$ cat src/rtl/line_buf_ctrl.sv
// Sequencer that turns one FIFO_ASYNCH into a one-row line delay for a raster stream.
// Optional build macro LINE_BUF_CTRL_FLUSH_EN adds a FLUSH state that reads out the last stored row.
module line_buf_ctrl #(
    parameter int IMG_WIDTH = 10,
    parameter int NUM_ROWS  = 10,
    parameter int CNT_WIDTH = 4,
    parameter int ROW_WIDTH = 4
) (
    input  logic                 clk,
    input  logic                 rst,
    input  logic                 start,
    input  logic                 pix_valid,
    output logic                 pix_ready,
    output logic                 fifo_wr_en,
    output logic                 fifo_wr_inc,
    output logic                 fifo_rd_en,
    output logic                 fifo_rd_inc,
    output logic                 fifo_wr_clr,
    output logic                 fifo_rd_clr,
    output logic                 out_valid,
    output logic [CNT_WIDTH-1:0] col_cnt,
    output logic [ROW_WIDTH-1:0] row_cnt,
    output logic                 busy,
    output logic                 done
);

    typedef enum logic [2:0] {
        IDLE    = 3'd0,
        FILL    = 3'd1,
        STREAM  = 3'd2,
        ROW_CLR = 3'd3,
        DONE    = 3'd4
`ifdef LINE_BUF_CTRL_FLUSH_EN
        , FLUSH = 3'd5
`endif
    } state_t;

    state_t                 state_reg, state_next;
    logic [CNT_WIDTH-1:0]   col_reg, col_next;
    logic [ROW_WIDTH-1:0]   row_reg, row_next;
    logic                   clr_reg, clr_next;
    logic                   out_valid_reg;
    logic                   accept;
    logic                   last_col;
    logic                   last_row;
    logic                   rd;
    logic                   wr;

    assign pix_ready = (state_reg == FILL) || (state_reg == STREAM);
    assign accept    = pix_valid && pix_ready;
    assign last_col  = (col_reg == CNT_WIDTH'(IMG_WIDTH - 1));
    assign last_row  = (row_reg == ROW_WIDTH'(NUM_ROWS - 1));

`ifdef LINE_BUF_CTRL_FLUSH_EN
    logic [CNT_WIDTH-1:0] flush_reg;
    always_ff @(posedge clk or posedge rst) begin
        if (rst)
            flush_reg <= '0;
        else if (state_reg == FLUSH)
            flush_reg <= flush_reg + 1'b1;
        else
            flush_reg <= '0;
    end
`endif

    always_comb begin
        state_next = state_reg;
        col_next   = col_reg;
        row_next   = row_reg;
        wr         = 1'b0;
        rd         = 1'b0;
        case (state_reg)
            IDLE: begin
                if (start)
                    state_next = FILL;
            end
            FILL, STREAM: begin
                wr = accept;
                rd = accept && (state_reg == STREAM);
                if (accept) begin
                    if (last_col) begin
                        col_next = '0;
                        row_next = row_reg + 1'b1;
`ifdef LINE_BUF_CTRL_FLUSH_EN
                        // the last row still gets a pointer clear so FLUSH reads from address 0
                        state_next = ROW_CLR;
`else
                        state_next = last_row ? DONE : ROW_CLR;
`endif
                    end else begin
                        col_next = col_reg + 1'b1;
                    end
                end
            end
            ROW_CLR: begin
`ifdef LINE_BUF_CTRL_FLUSH_EN
                state_next = (row_reg == ROW_WIDTH'(NUM_ROWS)) ? FLUSH : STREAM;
`else
                state_next = STREAM;
`endif
            end
`ifdef LINE_BUF_CTRL_FLUSH_EN
            FLUSH: begin
                rd = 1'b1;
                if (flush_reg == CNT_WIDTH'(IMG_WIDTH - 1))
                    state_next = DONE;
            end
`endif
            DONE: begin
                state_next = IDLE;
                row_next   = '0;
            end
            default: state_next = IDLE;
        endcase
    end

    // clears are registered, so they follow the state being entered
    always_comb begin
        clr_next = (state_next == IDLE) || (state_next == ROW_CLR) || (state_next == DONE);
    end

    always_ff @(posedge clk or posedge rst) begin
        if (rst) begin
            state_reg     <= IDLE;
            col_reg       <= '0;
            row_reg       <= '0;
            clr_reg       <= 1'b1;
            out_valid_reg <= 1'b0;
        end else begin
            state_reg     <= state_next;
            col_reg       <= col_next;
            row_reg       <= row_next;
            clr_reg       <= clr_next;
            out_valid_reg <= rd;
        end
    end

    assign fifo_wr_en  = wr;
    assign fifo_wr_inc = wr;
    assign fifo_rd_en  = rd;
    assign fifo_rd_inc = rd;
    assign fifo_wr_clr = clr_reg;
    assign fifo_rd_clr = clr_reg;
    assign out_valid   = out_valid_reg;
    assign col_cnt     = col_reg;
    assign row_cnt     = row_reg;
    assign busy        = (state_reg != IDLE);
    assign done        = (state_reg == DONE);

endmodule

$ cat config.mk
export PLATFORM = sky130hd
export DESIGN_NAME = line_buf_ctrl
export DESIGN_NICKNAME = d
export VERILOG_FILES = /design/src/rtl/line_buf_ctrl.sv
export SDC_FILE = /design/constraint.sdc
export NUM_CORES = 1
export LEC_CHECK = 0
export BUFFER_PORTS_ARGS = -buffer_cell sky130_fd_sc_hd__buf_2
export CAP_MARGIN = 20
export CORE_MARGIN = 10
export CORE_UTILIZATION = 44
export CTS_CLUSTER_DIAMETER = 60
export DETAILED_ROUTE_END_ITERATION = 8
export HOLD_SLACK_MARGIN = 0.03
export PLACE_DENSITY = 0.72
export SYNTH_ARGS = -nofsm -noshare
export SYNTH_HDL_FRONTEND = slang
export SYNTH_SLANG_ARGS = --single-unit
export TNS_END_PERCENT = 1
$ cat constraint.sdc
create_clock -name clk -period 1.3 [get_ports clk]
set_input_delay 0.195 -clock clk [delete_from_list [all_inputs] [get_ports clk]]
set_output_delay 0.195 -clock clk [all_outputs]
set_load 0.03 [all_outputs]
==> results.cfg <==
[status]
status = complete, but fails checks
violations = setup timing

[logic_synthesis]
synthMuxAreaShare = 0.0736
synth_xor_area_frac = 0.0452
syn-instance-count = 73
syn_avg_cell_area_um2 = 10.2
synth-adder-area-share = 0.0334
synth_compound_area_frac = 0.109
synth_top_family_by_area = simple AND/OR/NAND/NOR gates
yosys.area_share.simple = 0.229
synth_ff_type = dfrtp_1
synth_warnings = 0
synth_edf_count = 0
synth_nets = 79
synth.distinct_cells = 34
ys_seq_elements = 13
synthArstFlopShare = 1.00
synth_area_um2 = 748
synth_seq_area_share = 0.436

[finish]
nets = 120
instances_no_fill = 129
antenna_cells = 0
drive_gt1_frac = 0.619
layout_common_cells = buf_4, buf_2, dfrtp_2
final_util = 0.747
final_common_cell = buf_4
area_delta_synth_final_pct = 55.7
fin_area_um2 = 1160

[grt]
grt.total_usage = 0.111
met1_usage = 0.124
grt_overflow_total = 0
antenna_found_initial = 0
grt_pass1_vias = 705
grtUsageMet2 = 0.189
grtUsageMet3 = 0.0412
grt_max_degree = 14
top_usage_layer = met2
grt_pass1_wl_um = 3220

[setup_path]
r2r_setup_slack_ps = -110
cp-end-kind = output port
r2r_end = col_cnt[3]
start_kind = flip-flop
crit_fanout = 7
critPathRequiredTime_ps = 1110
reg2regPathDepth = 5
cp.arrival_ps = 1360
regToRegStartpoint = state_reg[1]
worstSetupPathType = flip-flop to output port

[placement]
dp.cells = 120
gp_congestion = 0.800
dp_hpwl_um = 1420
post_dp_cell_area_um2 = 1010
io_buffers = 21

[timing]
min_period_ps = 1550
finalMaxSlewViolations = 0
fin_crit_sh = 1.20
setup_viol = 12
layout_setup_ws_ps = -255
fin_skew_ps = 1.87
max_freq_mhz = 643
finalHoldViolations = 0
rsz0062_at_grt = yes
slew-limit-headroom = 0.654
tightest_slew_ps = 518

[floorplan]
num_rows = 14
die_x_um = 61.2
core_um2 = 1560
io_pins = 22
fp.dieArea_um2 = 3750
die_y_um = 61.2
initial_core_util = 0.480

[drt]
vias = 710
drc = 0
wirelength_um = 2000
antenna_left = 0
wl_per_cell_um = 15.5
first_pass_iters = 4
viasPerCell = 5.50
drtIter0Drc = 13

[worst_hold_path]
hold_end = fifo_rd_clr
hold_class = input port to flip-flop
min_from = start
min_path_cells = 4

[clocking]
cts_tree = done
worst_skew_pair.late_latency_ps = 270
h-tree-depth = 1
numCtsBuffers = 3
path_clk_slew_ps = 80
cts.path.max_buffers = 2
clockRootBuffer = clkbuf_4
cts_sinks = 13

[power]
power.density_nw_per_um2 = 1950
leakage_nw = 0.575
peakVddDrop_mv = 1.30

[flow_run]
max-cap-violations = 0
[cell usage after synthesis, types with 2 or more instances]
library cell  count  area, um^2
inv_1             4        15.0
nand4_1           5        31.3
buf_2             2        10.0
clkbuf_1          2        7.51
and2_1            2        12.5
nor2b_1           5        31.3
mux2i_1           4        40.0
o21ai_0           2        10.0
buf_4             3        22.5
nand2_1           4        15.0
nor2_1            3        11.3
ha_1              2        25.0
a31oi_1           3        18.8
dfrtp_1          12         300
[through the flow]
| stage | hold slack [ps] | total power, mW | setup slack, ps | TNS, ps |
|---|---|---|---|---|
| final | 249 | 2.27 | -255 | -1990 |
| after global routing | 273 | 2.44 | -315 | -2860 |
| after CTS | 244 | 2.27 | -264 | -2000 |
| after detailed placement | 240 | 1.92 | -99.2 | -764 |
| after global placement | 235 | 1.88 | -81.8 | -563 |
| after floorplan | 70.8 | 1.48 | -78.2 | -347 |
[routing by layer]
layer / vias to the layer above / routed length, um
li1: 337 / -
met1: 347 / 818
met2: 26 / 991
met3: 0 / 194
met4: 0 / 0
met5: - / 0
[worst max-delay path by stage]
stage	start	slack [ps]	cells after the start	endpoint
detailed placement	col_cnt[1]	-100	4	row_cnt[1]
CTS	state_reg[2]	-260	3	busy
global placement	state_reg[0]	-80	3	done
floorplan	state_reg[0]	-80	4	done
finish	state_reg[0]	-250	3	busy
global route	state_reg[1]	-310	4	fifo_wr_en
[cells by family after synthesis]
| kind of cell | count (synthesis) |
|---|---|
| AO/OA/AOI/OAI | 11 |
| multiplexers | 5 |
| flip-flops | 13 |
| XOR/XNOR | 3 |
| buffers and inverters | 11 |
| adder cells (fa/ha/maj) | 2 |
| AND/OR/NAND/NOR | 28 |
[repair_timing]
action	4_1_cts	5_1_grt
setup buffers	4	0
cloned	0	0
endpoints found under the setup margin	16	18
pin swaps	5	2
hold buffers	1	0
resized for setup	20	3
endpoints found under the hold margin	12	0
[critical path: stages (launching register included)]
cell and delay [ps]:
dfrtp_2 450, buf_6 140, or3_1 350, buf_6 150
[report_power, final]
| group | internal (mW) | total (mW) | switching (mW) | leakage [nW] |
|---|---|---|---|---|
| sequential | 0.563 | 0.664 | 0.101 | 0.140 |
| combinational | 0.586 | 1.36 | 0.770 | 0.420 |
| clock | 0.119 | 0.246 | 0.127 | 0.0150 |
[area by class of cell]
type                            instances  area, um^2
Timing Repair Buffer                   43         345
Inverter                                4        20.0
Multi-Input combinational cell         49         415
Sequential cell                        13         338
Tap cell                               16        20.0
Clock buffer                            4        26.3
Fill cell                             102         394
No activity file was read; power rests on OpenSTA's default activity.
